--- config.mk ---
export PLATFORM = sky130hd
export DESIGN_NAME = bsg_dmc_ui_responder
export DESIGN_NICKNAME = d
export VERILOG_FILES = /design/src/rtl/bsg_dmc_ui_responder.sv
export SDC_FILE = /design/constraint.sdc
export NUM_CORES = 2
export LEC_CHECK = 0
export BUFFER_PORTS_ARGS = -buffer_cell sky130_fd_sc_hd__buf_4
export CORE_MARGIN = 2
export CORE_UTILIZATION = 30
export CTS_CLUSTER_SIZE = 25
export DETAILED_ROUTE_END_ITERATION = 6
export PLACE_DENSITY = 0.47
export SLEW_MARGIN = 20
export SYNTH_ARGS = -nofsm -noshare
export SYNTH_HDL_FRONTEND = slang
export SYNTH_SLANG_ARGS = --single-unit
--- constraint.sdc ---
create_clock -name clk_i -period 9.05 [get_ports clk_i]
set_input_delay 0.4525 -clock clk_i [delete_from_list [all_inputs] [get_ports clk_i]]
set_output_delay 0.4525 -clock clk_i [all_outputs]
set_load 0.005 [all_outputs]
--- src/rtl/bsg_dmc_ui_responder.sv ---
// bsg_dmc_ui_responder: memory-controller side of the DMC app (UI) interface.
// Accepts write/read bursts against a small internal beat memory and returns
// read bursts after a fixed, programmable latency.
// Optional feature: define BSG_DMC_UI_RESPONDER_ERR_CHECK_EN to generate the
// sticky error_o flag (wdf_end misuse, illegal command). Undefined: error_o = 0.
module bsg_dmc_ui_responder #(
  parameter int unsigned ui_addr_width_p = 28,
  parameter int unsigned ui_data_width_p = 32,
  parameter int unsigned ui_burst_len_p  = 4,
  parameter int unsigned mem_els_p       = 64,
  parameter int unsigned rd_latency_p    = 3
) (
  input  logic                         clk_i,
  input  logic                         reset_n_i,
  input  logic [ui_addr_width_p-1:0]   app_addr_i,
  input  logic [2:0]                   app_cmd_i,
  input  logic                         app_en_i,
  output logic                         app_rdy_o,
  input  logic                         app_wdf_wren_i,
  input  logic [ui_data_width_p-1:0]   app_wdf_data_i,
  input  logic [ui_data_width_p/8-1:0] app_wdf_mask_i,
  input  logic                         app_wdf_end_i,
  output logic                         app_wdf_rdy_o,
  output logic                         app_rd_data_valid_o,
  output logic [ui_data_width_p-1:0]   app_rd_data_o,
  output logic                         app_rd_data_end_o,
  output logic                         error_o
);

  localparam int unsigned mask_w   = ui_data_width_p / 8;
  localparam int unsigned byte_w   = $clog2(mask_w);
  localparam int unsigned burst_w  = $clog2(ui_burst_len_p);
  localparam int unsigned cnt_w    = (burst_w > 0) ? burst_w : 1;
  localparam int unsigned idx_w    = $clog2(mem_els_p);
  localparam int unsigned lat_w    = (rd_latency_p > 1) ? $clog2(rd_latency_p) : 1;
  localparam int unsigned lat_last = (rd_latency_p > 0) ? rd_latency_p - 1 : 0;
  localparam int unsigned cnt_last = ui_burst_len_p - 1;

  localparam logic [1:0] st_idle    = 2'd0;
  localparam logic [1:0] st_write   = 2'd1;
  localparam logic [1:0] st_rd_wait = 2'd2;
  localparam logic [1:0] st_read    = 2'd3;

  localparam logic [2:0] cmd_write = 3'b000;
  localparam logic [2:0] cmd_read  = 3'b001;

  logic [1:0]                 state_r, state_n;
  logic [cnt_w-1:0]           cnt_r, cnt_n;
  logic [lat_w-1:0]           lat_r, lat_n;
  logic [idx_w-1:0]           base_r, base_n;
  logic                       rdy_r, wdf_rdy_r;
  logic                       rd_valid_r, rd_valid_n;
  logic [ui_data_width_p-1:0] rd_data_r, rd_data_n;
  logic                       rd_end_r, rd_end_n;
  logic [idx_w-1:0]           cmd_base;
  logic [idx_w-1:0]           rd_idx;
  logic [idx_w-1:0]           wr_idx;
  logic                       mem_we;
  logic                       cnt_is_last;
  logic [cnt_w-1:0]           cnt_inc;

  logic [ui_data_width_p-1:0] mem [mem_els_p];

`ifdef BSG_DMC_UI_RESPONDER_ERR_CHECK_EN
  logic error_r, error_n;
  logic unused_addr;
  assign unused_addr = ^app_addr_i;
`else
  logic unused_inputs;
  assign unused_inputs = ^{app_addr_i, app_wdf_end_i};
`endif

  // Burst-aligned beat index of the presented command address, wrapped to memory depth
  assign cmd_base    = idx_w'(app_addr_i >> byte_w) & ~idx_w'(cnt_last);
  assign wr_idx      = base_r + idx_w'(cnt_r);
  assign cnt_is_last = (cnt_r == cnt_w'(cnt_last));
  assign cnt_inc     = cnt_r + cnt_w'(1);

  // Next-state, beat counting, read beat selection and error detection
  always_comb begin
    state_n    = state_r;
    cnt_n      = cnt_r;
    lat_n      = lat_r;
    base_n     = base_r;
    rd_valid_n = 1'b0;
    rd_end_n   = 1'b0;
    rd_data_n  = rd_data_r;
    rd_idx     = base_r;
    mem_we     = 1'b0;
`ifdef BSG_DMC_UI_RESPONDER_ERR_CHECK_EN
    error_n    = error_r;
`endif
    case (state_r)
      st_idle: begin
        if (app_en_i) begin
          if (app_cmd_i == cmd_write) begin
            base_n  = cmd_base;
            cnt_n   = '0;
            state_n = st_write;
          end else if (app_cmd_i == cmd_read) begin
            base_n = cmd_base;
            cnt_n  = '0;
            lat_n  = '0;
            if (rd_latency_p == 0) begin
              state_n    = st_read;
              rd_valid_n = 1'b1;
              rd_end_n   = (ui_burst_len_p == 1);
              rd_idx     = cmd_base;
            end else begin
              state_n = st_rd_wait;
            end
          end else begin
`ifdef BSG_DMC_UI_RESPONDER_ERR_CHECK_EN
            error_n = 1'b1;
`endif
          end
        end
      end
      st_write: begin
        if (app_wdf_wren_i) begin
          mem_we = 1'b1;
          cnt_n  = cnt_inc;
`ifdef BSG_DMC_UI_RESPONDER_ERR_CHECK_EN
          if (app_wdf_end_i != cnt_is_last) error_n = 1'b1;
`endif
          if (cnt_is_last) state_n = st_idle;
        end
      end
      st_rd_wait: begin
        if (lat_r == lat_w'(lat_last)) begin
          state_n    = st_read;
          rd_valid_n = 1'b1;
          rd_end_n   = (ui_burst_len_p == 1);
          rd_idx     = base_r;
        end else begin
          lat_n = lat_r + lat_w'(1);
        end
      end
      default: begin
        // cnt_r is the beat on the bus now; stage the next one
        if (cnt_is_last) begin
          state_n = st_idle;
        end else begin
          cnt_n      = cnt_inc;
          rd_valid_n = 1'b1;
          rd_end_n   = (cnt_inc == cnt_w'(cnt_last));
          rd_idx     = base_r + idx_w'(cnt_inc);
        end
      end
    endcase
    if (rd_valid_n) rd_data_n = mem[rd_idx];
  end

  // FSM state register
  always_ff @(posedge clk_i or negedge reset_n_i) begin
    if (!reset_n_i) state_r <= st_idle;
    else            state_r <= state_n;
  end

  // Burst bookkeeping and registered handshake / read outputs
  always_ff @(posedge clk_i or negedge reset_n_i) begin
    if (!reset_n_i) begin
      cnt_r      <= '0;
      lat_r      <= '0;
      base_r     <= '0;
      rdy_r      <= 1'b1;
      wdf_rdy_r  <= 1'b0;
      rd_valid_r <= 1'b0;
      rd_data_r  <= '0;
      rd_end_r   <= 1'b0;
    end else begin
      cnt_r      <= cnt_n;
      lat_r      <= lat_n;
      base_r     <= base_n;
      rdy_r      <= (state_n == st_idle);
      wdf_rdy_r  <= (state_n == st_write);
      rd_valid_r <= rd_valid_n;
      rd_data_r  <= rd_data_n;
      rd_end_r   <= rd_end_n;
    end
  end

  // Beat memory: cleared on reset, byte-masked writes
  always_ff @(posedge clk_i or negedge reset_n_i) begin
    if (!reset_n_i) begin
      for (int i = 0; i < int'(mem_els_p); i++) mem[i] <= '0;
    end else if (mem_we) begin
      for (int b = 0; b < int'(mask_w); b++) begin
        if (!app_wdf_mask_i[b]) mem[wr_idx][b*8 +: 8] <= app_wdf_data_i[b*8 +: 8];
      end
    end
  end

`ifdef BSG_DMC_UI_RESPONDER_ERR_CHECK_EN
  // Sticky protocol-error flag
  always_ff @(posedge clk_i or negedge reset_n_i) begin
    if (!reset_n_i) error_r <= 1'b0;
    else            error_r <= error_n;
  end
  assign error_o = error_r;
`else
  assign error_o = 1'b0;
`endif

  assign app_rdy_o           = rdy_r;
  assign app_wdf_rdy_o       = wdf_rdy_r;
  assign app_rd_data_valid_o = rd_valid_r;
  assign app_rd_data_o       = rd_data_r;
  assign app_rd_data_end_o   = rd_end_r;

endmodule

== Word-level counts from Yosys, hierarchy flattened ==
Cells that the tools add are included.
Storage, ports and cells
  flip-flop bits (word level): 2096
  input port bits: 72
  output and inout bits: 37
  word-level logic and storage cells: 158
Cells by class
  add/sub/neg operators: 4
  $lt $le $gt $ge: 3
  equal/unequal tests: 14
  muxes and demuxes: 50
  bitwise operators: 3
  reduce and logical (&&, ||, !) cells: 11
Operators by type and width (count)
  $mux W2048: 7
  $bwmux W2048: 4
  $demux W32 S6: 4
  $bmux W32 S6: 1
  $mux W32: 3
  $mux W2: 14
  $mux W24: 1
  $mux W6: 4
  $mux W16: 1
  $ge A7 B7 Y1 const B: 2
  $not A6 Y7: 2
  $add A6 B2 Y6: 2
  $pmux W2 S3: 2
  $ne A2 B2 Y1 const B: 5
  $reduce_and A5 Y1: 2
  $eq A2 B2 Y1 const B: 4
  $mux W8: 1
  $lt A7 B1 Y1 const B: 1
  $mux W1: 6
  $add A2 B1 Y2 const B: 2
  $eq A2 B1 Y1 const B: 2
  $logic_not A2 Y1: 2
  $pmux W2 S2: 1
  $reduce_bool A2 Y1: 2
  10 further kinds: 10

== Logic depth before layout (Yosys ltp) ==
  depth after elaboration: 17
  gate-level depth with buffers: 15
  gate-level depth less buffers: 10

== Least setup slack after synthesis ==
OpenSTA, ideal clock, no wires.
  path type: reg-to-reg
  start point: register cnt_r[0]
  end point: register rd_data_r[24] (netlist: app_rd_data_o[24])
  setup time: 0.138 ns
  arrival: 2.708 ns
  required time: 8.912 ns
  path slack: 6.204 ns
  cell stages (with the launch flop): 13
  buffers on the path: 4
  clock period less this slack: 2.846 ns
  path through: dfrtp_1 > buf_4 > inv_1 > ha_1 > and3b_1 > buf_2 > buf_2 > buf_1 > mux4_2 > nand2_1 > nand4_1 > a2111oi_0 > a31oi_1
Between the ends
  word-level cells in the longest chain between the ends: 8
  elaborated cells between the ends (all ways): 11
  classes of those cells: 2 x add/sub; 1 x eq/ne; 7 x mux; 1 x bitwise
Ends and longest elaborated chain
  from (decl): line 48  | logic [cnt_w-1:0] cnt_r, cnt_n;
  from (signal assigned): line 172  | cnt_r <= cnt_n;
  $add A2 B1 Y2: line 77  | assign cnt_inc = cnt_r + cnt_w'(1);
  $add A6 B2 Y6: line 147  | rd_idx = base_r + idx_w'(cnt_inc);
  $mux W6: line 141  | if (cnt_is_last) begin
  $mux W6
  $not A6 Y7 (not written as such): line 151  | if (rd_valid_n) rd_data_n = mem[rd_idx];
  $bmux W32 S6: line 151
  $mux W32 (not written as such) (2 in series): line 151
  to (signal assigned): line 178  | rd_data_r <= rd_data_n;
  to (decl): line 53  | logic [ui_data_width_p-1:0] rd_data_r, rd_data_n;
Several ways; a longest one is shown, not always the timed one. The select of a mux whose other input is x is not followed.
A chain may end at the register's enable or synchronous reset.

== Worst setup path in the final report ==
  start point: register cnt_r[0]
  end point: register rd_data_r[17] (netlist: app_rd_data_o[17])
Same word-level chain as after synthesis.

==> impl_metrics.csv <==
group,metric,value,unit
status,outcome,"complete, no violations",
floorplanning,core,322000,µm²
setup_path,crit_chain,"buf_4 > ha_1 > buf_4 > nor2_4 > nand2_1 > o22a_1 > a31oi_1 > o22ai_1 > a2111oi_1 > a21oi_1",
logic_synthesis,syn_area_per_cell,12.3,µm²
logic_synthesis,synth_ff_type,"dfrtp_1",
final_layout,fin_nets,7790,
placed_design,dp.cells,11800,
logic_synthesis,synth_largest_area_cell,"dfrtp_1",
setup_path,crit_family,"compound AO/OA/AOI/OAI gates",
clock_tree,clockBufferDepth,4,
logic_synthesis,synth_mux_area_frac,0.277,
global_route,grt_pass1_wl,515000,µm
clock_tree,clkSlewWorstSetupHoldPaths,0.06,ns
timing,tightest_slew,1.22,ns
hold_path,worstHoldPathType,"in -> reg",
run,max_cap_violations,0,
timing,period_share,0.561,
placed_design,pre_cts_slack,4.08,ns
logic_synthesis,async_flop_share,1.00,
timing,min_period,5.08,ns
global_route,grt_overflow_total,0,
timing,tns,0,ns
floorplanning,start_util,0.302,
timing,fin_ws,3.97,ns
floorplanning,pin_count,109,
timing,fmax,197,MHz
logic_synthesis,synth_cell_types,82,
floorplanning,die_y,573,µm
setup_path,cpMostUsedCell,"buf_4",
setup_path,critPathSlowestCell,"nand2_1",
logic_synthesis,netlist.area_leader.share,0.539,
placed_design,port_buffers,82,
route,routed_wirelength,357000,µm
route,drt_pre_antenna_iters,6,
logic_synthesis,synth_top_family_by_area,"multiplexers",
power,irDropWorstVdd,392,µV
global_route,antenna_found_initial,23,
logic_synthesis,synthCells,7870,
logic_synthesis,yosys.area_share.simple,0.0649,
setup_path,start_kind,"flop",
final_layout,fillCellCount,31700,
timing,setup_viol_count_final,0,
route,via_count,67700,
global_route,grt_max_degree,177,
timing,max_slew_margin,0.165,
clock_tree,cts-root-buf,"clkbuf_16",
placed_design,dp_hpwl,214000,µm
clock_tree,cts_buffers,237,
timing,rsz0062_at_grt,"false",
logic_synthesis,synthesis.area,97200,µm²
logic_synthesis,synth_warnings,0,
route,drtIter0Drc,5803,
setup_path,cp_num_buf_inv,2,
route,wl_per_cell,29.2,µm
placed_design,place_congestion,0.803,
timing,worst_hold_slack,0.114,ns
logic_synthesis,synth_compound_area_frac,0.0889,
final_layout,finalNonFillerCells,12200,
clock_tree,cts_max_level,4,
logic_synthesis,synth.most_common_cell,"dfrtp_1",
floorplanning,die-area,329000,µm²
route,ant_nets,0,
timing,drv_slew,0,
route,via_per_inst,5.54,
final_layout,area_growth,13.3,%
logic_synthesis,synth-seq-area-share,0.539,
setup_path,worstPathRequired,9.77,ns
clock_tree,clkLatencyLatePin,0.92,ns
timing,skew,0.0609,ns
final_layout,seq_area,52400,µm²
logic_synthesis,synth_edf_count,0,
global_route,grt_pass1_vias,68500,
power,p_per_area,292,nW/µm²
clock_tree,tritoncts,"done",
setup_path,crit_type,"reg -> reg",
final_layout,drive_above_1_share,0.357,
logic_synthesis,synthTopCellsByArea,"dfrtp_1, mux2_2, nand2_1, mux2i_1, clkbuf_1",
timing,finalHoldViolations,0,
clock_tree,cts.sinks,2094,
setup_path,endpoint_kind,"flop",
setup_path,cp.arrival,5.80,ns
clock_tree,cts_setup_buffers,0,
clock_tree,ctsResizeCount,0,
logic_synthesis,synthesis.nets,7945,
logic_synthesis,synth_xor_area_frac,0,
power,p_leak,50.9,nW
logic_synthesis,yosys.area_share.adder,0.000386,
setup_path,path_max_fanout,24,
floorplanning,rows,208,
floorplanning,die_x,573,µm
route,drc,0,
global_route,track_usage,0.212,
logic_synthesis,synth-seq-cells,2094,
logic_synthesis,synth.top_cells.by_count,"dfrtp_1, mux2_2, nand2_1",
final_layout,multi_input_area,42100,µm²
setup_path,slowest_delay,0.95,ns
worst paths after layout:
check / cells past startpoint / to / slack (ns) / start
min: 3 / state_r[0]$_DFF_PN0_ / 0.11 / app_cmd_i[0]
min reg2reg: 1 / mem[367]$_DFFE_PN0P_ / 0.50 / mem[367]$_DFFE_PN0P_
min in group asynchronous: 2 / mem[1044]$_DFFE_PN0P_ / 0.16 / reset_n_i
max in group asynchronous: 5 / mem[1026]$_DFFE_PN0P_ / 6.16 / reset_n_i
max: 10 / app_rd_data_o[17]$_DFFE_PN0P_ / 3.97 / cnt_r[0]$_DFFE_PN0P_
max reg2reg: 10 / app_rd_data_o[17]$_DFFE_PN0P_ / 3.97 / cnt_r[0]$_DFFE_PN0P_
what timing repair did:
action,in CTS,in global routing
setup endpoints to repair,0,0
endpoints found under the hold margin,128,0
hold buffers,7,0
sequential cells by signal, summed over array words and instances, names as in the netlist:
name,cells
mem,2048
app_rd_data_o,32
base_r,4
cnt_r,2
lat_r,2
state_r,2
app_rd_data_end_o,1
app_rd_data_valid_o,1
app_rdy_o,1
app_wdf_rdy_o,1
tightest hold or removal path: cells and delay by family:
family	cells	cell delay, ns
AO/OA/AOI/OAI	1	0.12
buffers and inverters	1	0.17
AND/OR/NAND/NOR	1	0.20
where the power goes:
group / switching (mW) / internal [mW] / total [mW]
Clock: 4.04 / 5.76 / 9.80
Sequential: 1.22 / 11.3 / 12.6
Combinational: 6.29 / 3.46 / 9.75
metrics by stage:
step	utilization	area (µm²)	total power, mW
floorplan	-	97200	18.0
global placement	0.317	102000	22.1
detailed placement	0.317	102000	22.4
CTS	0.342	110000	32.3
global route	0.342	110000	33.4
finish	0.342	110000	32.1
layer usage:
layer | part of all wire | track usage
met3 | 0.051 | 0.0278
met2 | 0.47 | 0.343
met5 | 0.000036 | 0
met1 | 0.45 | 0.292
met4 | 0.034 | 0.0713
cell usage in the layout (no fill, tap or decap), types with 69 or more instances in the layout:
master	instances
clkbuf_8	69
nand2_1	857
o221ai_1	108
clkbuf_16	239
a31oi_1	100
buf_4	208
a21oi_1	245
o21ai_0	186
dfrtp_1	2090
mux2i_1	251
nand3_1	139
o22ai_1	186
nor2_1	208
mux2_2	2071
cell type report:
cell class	count	area share
repair buffers	243	0.0200
flip-flops and latches	2094	0.476
clock buffers	367	0.0650
diodes	11	0.000250
well taps	4305	0.0489
clock inverters	61	0.00639
multi-input cells	5105	0.382
inverters	34	0.00124
cells by family after synthesis:
| logic type | after synthesis |
|---|---|
| mux | 2370 |
| fa+ha+maj | 3 |
| flops | 2094 |
| simple gates | 1470 |
| buf+inv | 671 |
| other cells | 1 |
| compound gates | 1261 |
(Power assumes the default switching activity.)
